===== src/rtl/rvarb_rr3.sv =====
// rvarb_rr3: round-robin arbiter for one shared downstream resource.
// Issues a registered one-hot grant. The grant is held until the owner
// releases the resource or drops its request. A watchdog revokes the grant
// after MAX_HOLD cycles. Every output is flop-driven.
// The per-requester done pulse is named 'rel' because 'release' is a
// reserved word in SystemVerilog.
module rvarb_rr3 #(
    parameter int N        = 3,
    parameter int IDW      = 2,
    parameter int MAX_HOLD = 15,
    parameter int CW       = 4
) (
    input  logic           clk,
    input  logic           rst,
    input  logic [N-1:0]   req,
    input  logic [N-1:0]   rel,
    output logic [N-1:0]   gnt,
    output logic           gnt_vld,
    output logic [IDW-1:0] gnt_id,
    output logic           timeout
);

    typedef enum logic [0:0] {
        IDLE = 1'b0,
        HOLD = 1'b1
    } state_t;

    // Last hold_cnt value before a revoke. It is unused when the watchdog is disabled.
    localparam int               HOLD_LAST_I = (MAX_HOLD == 0) ? 0 : MAX_HOLD - 1;
    localparam logic [CW-1:0]    HOLD_LAST   = CW'(HOLD_LAST_I);
    localparam logic [IDW-1:0]   PTR_RST     = IDW'(N - 1);
    localparam logic [N-1:0]     ONE_N       = {{(N-1){1'b0}}, 1'b1};

    state_t          state_r, state_s;
    logic [IDW-1:0]  ptr_r, ptr_s;
    logic [CW-1:0]   hold_cnt_r, hold_cnt_s;
    logic [N-1:0]    gnt_r, gnt_s;
    logic            gnt_vld_r, gnt_vld_s;
    logic [IDW-1:0]  gnt_id_r, gnt_id_s;
    logic            timeout_r, timeout_s;

    logic            win_vld_s;
    logic [IDW-1:0]  win_id_s;
    logic            own_exit_s;
    logic            wd_hit_s;

    // Round-robin pick: return {found, index} for the first set bit of r.
    // The search starts at (p+1) mod N and wraps around.
    function automatic logic [IDW:0] rr_pick(input logic [N-1:0] r, input logic [IDW-1:0] p);
        logic           found;
        logic [IDW-1:0] id;
        int             idx;
        found = 1'b0;
        id    = '0;
        for (int i = 1; i <= N; i++) begin
            idx = int'(p) + i;
            if (idx >= N) begin
                idx = idx - N;
            end else begin
                idx = idx;
            end
            if (!found && r[idx[IDW-1:0]]) begin
                found = 1'b1;
                id    = idx[IDW-1:0];
            end else begin
                found = found;
            end
        end
        return {found, id};
    endfunction

    // Winner selection and owner exit/watchdog conditions.
    always_comb begin
        {win_vld_s, win_id_s} = rr_pick(req, ptr_r);
        own_exit_s = rel[gnt_id_r] || !req[gnt_id_r];
        wd_hit_s   = (MAX_HOLD != 0) && (hold_cnt_r == HOLD_LAST);
    end

    // Next-state and next-output logic for the IDLE/HOLD controller.
    always_comb begin
        state_s    = state_r;
        ptr_s      = ptr_r;
        hold_cnt_s = hold_cnt_r;
        gnt_s      = gnt_r;
        gnt_vld_s  = gnt_vld_r;
        gnt_id_s   = gnt_id_r;
        timeout_s  = 1'b0;
        case (state_r)
            IDLE: begin
                if (win_vld_s) begin
                    gnt_s      = ONE_N << win_id_s;
                    gnt_vld_s  = 1'b1;
                    gnt_id_s   = win_id_s;
                    ptr_s      = win_id_s;
                    hold_cnt_s = '0;
                    state_s    = HOLD;
                end else begin
                    gnt_s     = '0;
                    gnt_vld_s = 1'b0;
                end
            end
            HOLD: begin
                // A voluntary exit wins over the watchdog on the same cycle.
                if (own_exit_s) begin
                    gnt_s     = '0;
                    gnt_vld_s = 1'b0;
                    state_s   = IDLE;
                end else if (wd_hit_s) begin
                    gnt_s     = '0;
                    gnt_vld_s = 1'b0;
                    timeout_s = 1'b1;
                    state_s   = IDLE;
                end else begin
                    hold_cnt_s = hold_cnt_r + CW'(1);
                end
            end
            default: begin
                gnt_s     = '0;
                gnt_vld_s = 1'b0;
                state_s   = IDLE;
            end
        endcase
    end

    // State and output registers. Reset is asynchronous and active-high.
    always_ff @(posedge clk or posedge rst) begin
        if (rst) begin
            state_r    <= IDLE;
            ptr_r      <= PTR_RST;
            hold_cnt_r <= '0;
            gnt_r      <= '0;
            gnt_vld_r  <= 1'b0;
            gnt_id_r   <= '0;
            timeout_r  <= 1'b0;
        end else begin
            state_r    <= state_s;
            ptr_r      <= ptr_s;
            hold_cnt_r <= hold_cnt_s;
            gnt_r      <= gnt_s;
            gnt_vld_r  <= gnt_vld_s;
            gnt_id_r   <= gnt_id_s;
            timeout_r  <= timeout_s;
        end
    end

    assign gnt     = gnt_r;
    assign gnt_vld = gnt_vld_r;
    assign gnt_id  = gnt_id_r;
    assign timeout = timeout_r;

endmodule


===== config.mk =====
export PLATFORM = sky130hd
export DESIGN_NAME = rvarb_rr3
export DESIGN_NICKNAME = d
export VERILOG_FILES = /design/src/rtl/rvarb_rr3.sv
export SDC_FILE = /design/constraint.sdc
export NUM_CORES = 1
export LEC_CHECK = 0
export BUFFER_PORTS_ARGS = -buffer_cell sky130_fd_sc_hd__buf_2
export CAP_MARGIN = 20
export CORE_MARGIN = 2
export CORE_UTILIZATION = 58
export CTS_CLUSTER_SIZE = 10
export DETAILED_ROUTE_END_ITERATION = 12
export GPL_TIMING_DRIVEN = 0
export PLACE_DENSITY = 0.82
export SYNTH_ARGS = -nofsm -noshare
export SYNTH_HDL_FRONTEND = slang
export SYNTH_SLANG_ARGS = --single-unit

===== constraint.sdc =====
create_clock -name clk -period 3.6 [get_ports clk]
set_clock_uncertainty 0.2 [all_clocks]
set_input_delay 0.36 -clock clk [delete_from_list [all_inputs] [get_ports clk]]
set_output_delay 0.36 -clock clk [all_outputs]
set_load 0.02 [all_outputs]

==> flow_results.xml <==
<?xml version="1.0" encoding="UTF-8"?>
<metrics>
  <group name="outcome">
    <metric name="outcome" unit="">complete, no violations</metric>
  </group>
  <group name="floorplan">
    <metric name="starting_density" unit="%">64.41</metric>
    <metric name="io_pins" unit="">15</metric>
    <metric name="floorplan.core_area" unit="sq um">1350</metric>
    <metric name="die_height" unit="um">42.72</metric>
    <metric name="fp.dieW" unit="um">42.72</metric>
    <metric name="floorplan.rows" unit="">13</metric>
    <metric name="fp.dieArea" unit="sq um">1825</metric>
  </group>
  <group name="yosys">
    <metric name="synth_warnings" unit="">0</metric>
    <metric name="synth_top_cell_by_area" unit="">dfrtp_1</metric>
    <metric name="synth-seq-cells" unit="">13</metric>
    <metric name="yosysSeqAreaShare" unit="%">37.55</metric>
    <metric name="postSynth.asyncResetShare" unit="%">100.0</metric>
    <metric name="ys_top_cells_by_area" unit="">dfrtp_1 35%, ha_1 8.6%, inv_1 4.3%, o21a_1 3.5%, dfstp_2 3.0%</metric>
    <metric name="yosys.cell_types.count" unit="">39</metric>
    <metric name="avgSynthCellArea" unit="sq um">9.882</metric>
    <metric name="syn_nets" unit="">102</metric>
    <metric name="syn-instance-count" unit="">88</metric>
    <metric name="top_post_synthesis_cells_by_count" unit="">12 x dfrtp_1, 10 x inv_1, 6 x ha_1</metric>
    <metric name="synth_area" unit="sq um">869.6</metric>
    <metric name="yosysTopAreaCellShare" unit="%">34.53</metric>
    <metric name="yosys.cell_count.top_type" unit="">dfrtp_1</metric>
    <metric name="synth_top_flop_cell" unit="">dfrtp_1</metric>
    <metric name="edff_count_synth" unit="">0</metric>
  </group>
  <group name="sta">
    <metric name="timing.final.max_slew_violations" unit="">0</metric>
    <metric name="setup-violations-final" unit="">0</metric>
    <metric name="maxClockFrequency" unit="GHz">0.3663</metric>
    <metric name="tightestPinTransition" unit="ps">599.1</metric>
    <metric name="max_slew_margin" unit="%">59.91</metric>
    <metric name="timing.final.crit_share" unit="%">75.83</metric>
    <metric name="final.setup.tns" unit="ps">0</metric>
    <metric name="rsz0062_at_grt" unit="">no</metric>
    <metric name="timing.final.hold_violations" unit="">0</metric>
    <metric name="setup_ws" unit="ps">870.1</metric>
    <metric name="period_needed" unit="ps">2730</metric>
  </group>
  <group name="pwr">
    <metric name="finalPower" unit="mW">0.8767</metric>
    <metric name="vdd_ir_drop_max" unit="mV">0.5658</metric>
    <metric name="total_leakage_power" unit="nW">0.4686</metric>
    <metric name="p_int" unit="mW">0.4903</metric>
    <metric name="power_density" unit="nW/um^2">885.8</metric>
    <metric name="power_switching" unit="mW">0.3864</metric>
    <metric name="p_seq_share" unit="%">28.7</metric>
    <metric name="comb_power_share" unit="%">61.3</metric>
    <metric name="power.share.clock" unit="%">10.0</metric>
    <metric name="power.switching_fraction" unit="%">44.08</metric>
  </group>
  <group name="critical_path">
    <metric name="buffering_stage_count_on_the_worst_path_with_inverters_included" unit="">3</metric>
    <metric name="cp-start-kind" unit="">register</metric>
    <metric name="crit_chain" unit="">inv_1, ha_1, buf_6, mux2_4, a32o_1, o31a_1, buf_6, a211oi_1</metric>
    <metric name="cp.required" unit="ps">3560</metric>
    <metric name="slowest_delay" unit="ps">520</metric>
    <metric name="worst_path_max_delay_cell" unit="">dfrtp_1</metric>
    <metric name="path_max_fanout" unit="">10</metric>
    <metric name="worst_path_dominant_cell_family" unit="">compound AO/OA/AOI/OAI gates</metric>
    <metric name="arrival" unit="ps">2690</metric>
    <metric name="path_class" unit="">reg2reg</metric>
    <metric name="timing.critical_path.mode_cell" unit="">buf_6</metric>
    <metric name="cp-end-kind" unit="">register</metric>
  </group>
  <group name="clocking">
    <metric name="clock_path_buffers" unit="">2</metric>
    <metric name="clock_insertion_delay_worst_skew" unit="ps">270</metric>
    <metric name="cts_resized" unit="">0</metric>
    <metric name="clkSinkCount" unit="">13</metric>
    <metric name="clockRootBuffer" unit="">clkbuf_4</metric>
    <metric name="cts.htree.levels" unit="">1</metric>
    <metric name="clkTransAtPathRegs" unit="ps">80</metric>
    <metric name="cts.repair_timing.setup_buffer_count" unit="">0</metric>
    <metric name="cts.hold.buffers_added" unit="">1</metric>
    <metric name="tritoncts" unit="">done</metric>
    <metric name="cts_buf_count" unit="">3</metric>
  </group>
  <group name="job">
    <metric name="reported_max_cap_violation_count" unit="">0</metric>
  </group>
  <group name="finish">
    <metric name="final-seq-area" unit="sq um">326.6</metric>
    <metric name="n_antenna_cell" unit="">0</metric>
    <metric name="final_design_area_no_fill" unit="sq um">989.7</metric>
    <metric name="final_nets" unit="">121</metric>
    <metric name="synthToLayoutAreaGrowth" unit="%">13.81</metric>
    <metric name="multiInputGateArea" unit="sq um">471.7</metric>
    <metric name="drive_gt1_share" unit="%">23.58</metric>
    <metric name="num-fill-cells" unit="">108</metric>
  </group>
  <group name="grt">
    <metric name="first_pass_grt_wire_length" unit="um">3098</metric>
    <metric name="antenna_found_initial" unit="">0</metric>
    <metric name="grt.total_usage" unit="%">22.64</metric>
    <metric name="first_global_vias" unit="">685</metric>
    <metric name="grt_start_max_net_pins" unit="">14</metric>
    <metric name="globalRouteOverflowTotal" unit="">0</metric>
  </group>
  <group name="detailed_routing">
    <metric name="finalWirelength" unit="um">1751</metric>
    <metric name="drt-pass1-iter-count" unit="">4</metric>
    <metric name="dr.first_iter.drc_count" unit="">14</metric>
    <metric name="route.detailed.wl_per_inst" unit="um">14.47</metric>
    <metric name="detail_route.drc_violations" unit="">0</metric>
    <metric name="route.vias.total" unit="">755</metric>
    <metric name="avgViaCountPerCell" unit="">6.240</metric>
    <metric name="postRouteAntennaNets" unit="">0</metric>
  </group>
  <group name="placement">
    <metric name="detailed_place.area" unit="sq um">953.4</metric>
    <metric name="port_buffers" unit="">13</metric>
    <metric name="half_perimeter_wire_length_after_placement" unit="um">1262</metric>
    <metric name="routability_congestion_estimate_from_global_placement" unit="">0.8065</metric>
    <metric name="post-place-ws" unit="ps">904.7</metric>
  </group>
  <group name="hold_path">
    <metric name="tightest_hold_check_type" unit="">reg2reg</metric>
  </group>
</metrics>
## final cells by class
cell class	count	share of cell area, %
sequential	13	33.00
multi-input combinational	61	47.66
timing repair buffer	14	7.585
clock buffer	4	2.655
buffer	4	3.413
tap	15	1.896
inverter	10	3.793
## logic make-up (layout without fill, tap and decap cells)
kind of cell	count (synthesis)	after routing	share of synthesized area, %
adders and majority gates	6	6	8.633
and+or+nand+nor	25	25	15.54
AOI/OAI and AO/OA	26	26	24.75
buffers and inverters	14	32	8.202
DFF	13	13	37.55
muxes	4	4	5.323
## cell usage in the layout, fill, tap and decap left out, drive strengths merged, types with 3 or more instances in the layout
| cell | synthesis | routed |
|---|---|---|
| inv | 10 | 10 |
| nand2b | 3 | 3 |
| buf | 3 | 16 |
| nand2 | 4 | 4 |
| o31a | 3 | 3 |
| o21a | 4 | 4 |
| clkbuf | 1 | 5 |
| ha | 6 | 6 |
| dfrtp | 12 | 12 |
| nor4 | 3 | 3 |
| nor2 | 4 | 4 |
## final timing paths
kind                                            from                        end  slack, ps  depth (start not counted)
worst max-delay path            ptr_r[0]$_DFFE_PP0P_  hold_cnt_r[2]$_DFFE_PP0P_        870                          8
worst min register to register   gnt_vld$_DFFE_PP0P_        gnt_vld$_DFFE_PP0P_        280                          1
worst max register to register  ptr_r[0]$_DFFE_PP0P_  hold_cnt_r[2]$_DFFE_PP0P_        870                          8
worst min-delay path             gnt_vld$_DFFE_PP0P_        gnt_vld$_DFFE_PP0P_        280                          1
min in group asynchronous                        rst  hold_cnt_r[0]$_DFFE_PP0P_        440                          3
max in group asynchronous                        rst       ptr_r[1]$_DFFE_PP1P_       2400                          3
## worst reg2reg max path: cells and delay by family (launching register included)
family,cells,cell delay [ps]
multiplexers,1,290
AO/OA/AOI/OAI,3,780
buffers and inverters,3,490
flip-flops,1,520
adder cells (fa/ha/maj),1,340
## sequential cells by signal, indices dropped and copies added, names as in the netlist
register    cells
state_r         1
gnt_vld         1
hold_cnt_r      4
gnt_id          1
gnt             3
timeout         1
ptr_r           2
## per-layer routing
metal  wire (um)  up-vias  global-route usage (%)
li1            -      360                       -
met1         793      355                   29.43
met2         774       34                   34.85
met3         144        6                   8.085
met4          38        0                   7.500
met5           0        -                       0
## metrics by stage
step | utilization, % | hold WS, ps | instances
floorplan | - | 36.24 | 88
global placement | 70.62 | 198.3 | 116
detailed placement | 70.62 | 200.3 | 116
CTS | 73.31 | 297.4 | 121
global route | 73.31 | 319.7 | 121
finish | 73.31 | 284.8 | 121
## power by group through the flow
stage / logic (mW) / registers [mW] / clock network [mW]
6_report: 0.537 / 0.252 / 0.0880
5_1_grt: 0.592 / 0.259 / 0.0995
4_1_cts: 0.537 / 0.252 / 0.0923
3_5_place_dp: 0.532 / 0.255 / 0
3_3_place_gp: 0.521 / 0.251 / 0
2_1_floorplan: 0.398 / 0.276 / 0
No activity file was read; power rests on OpenSTA's default activity.
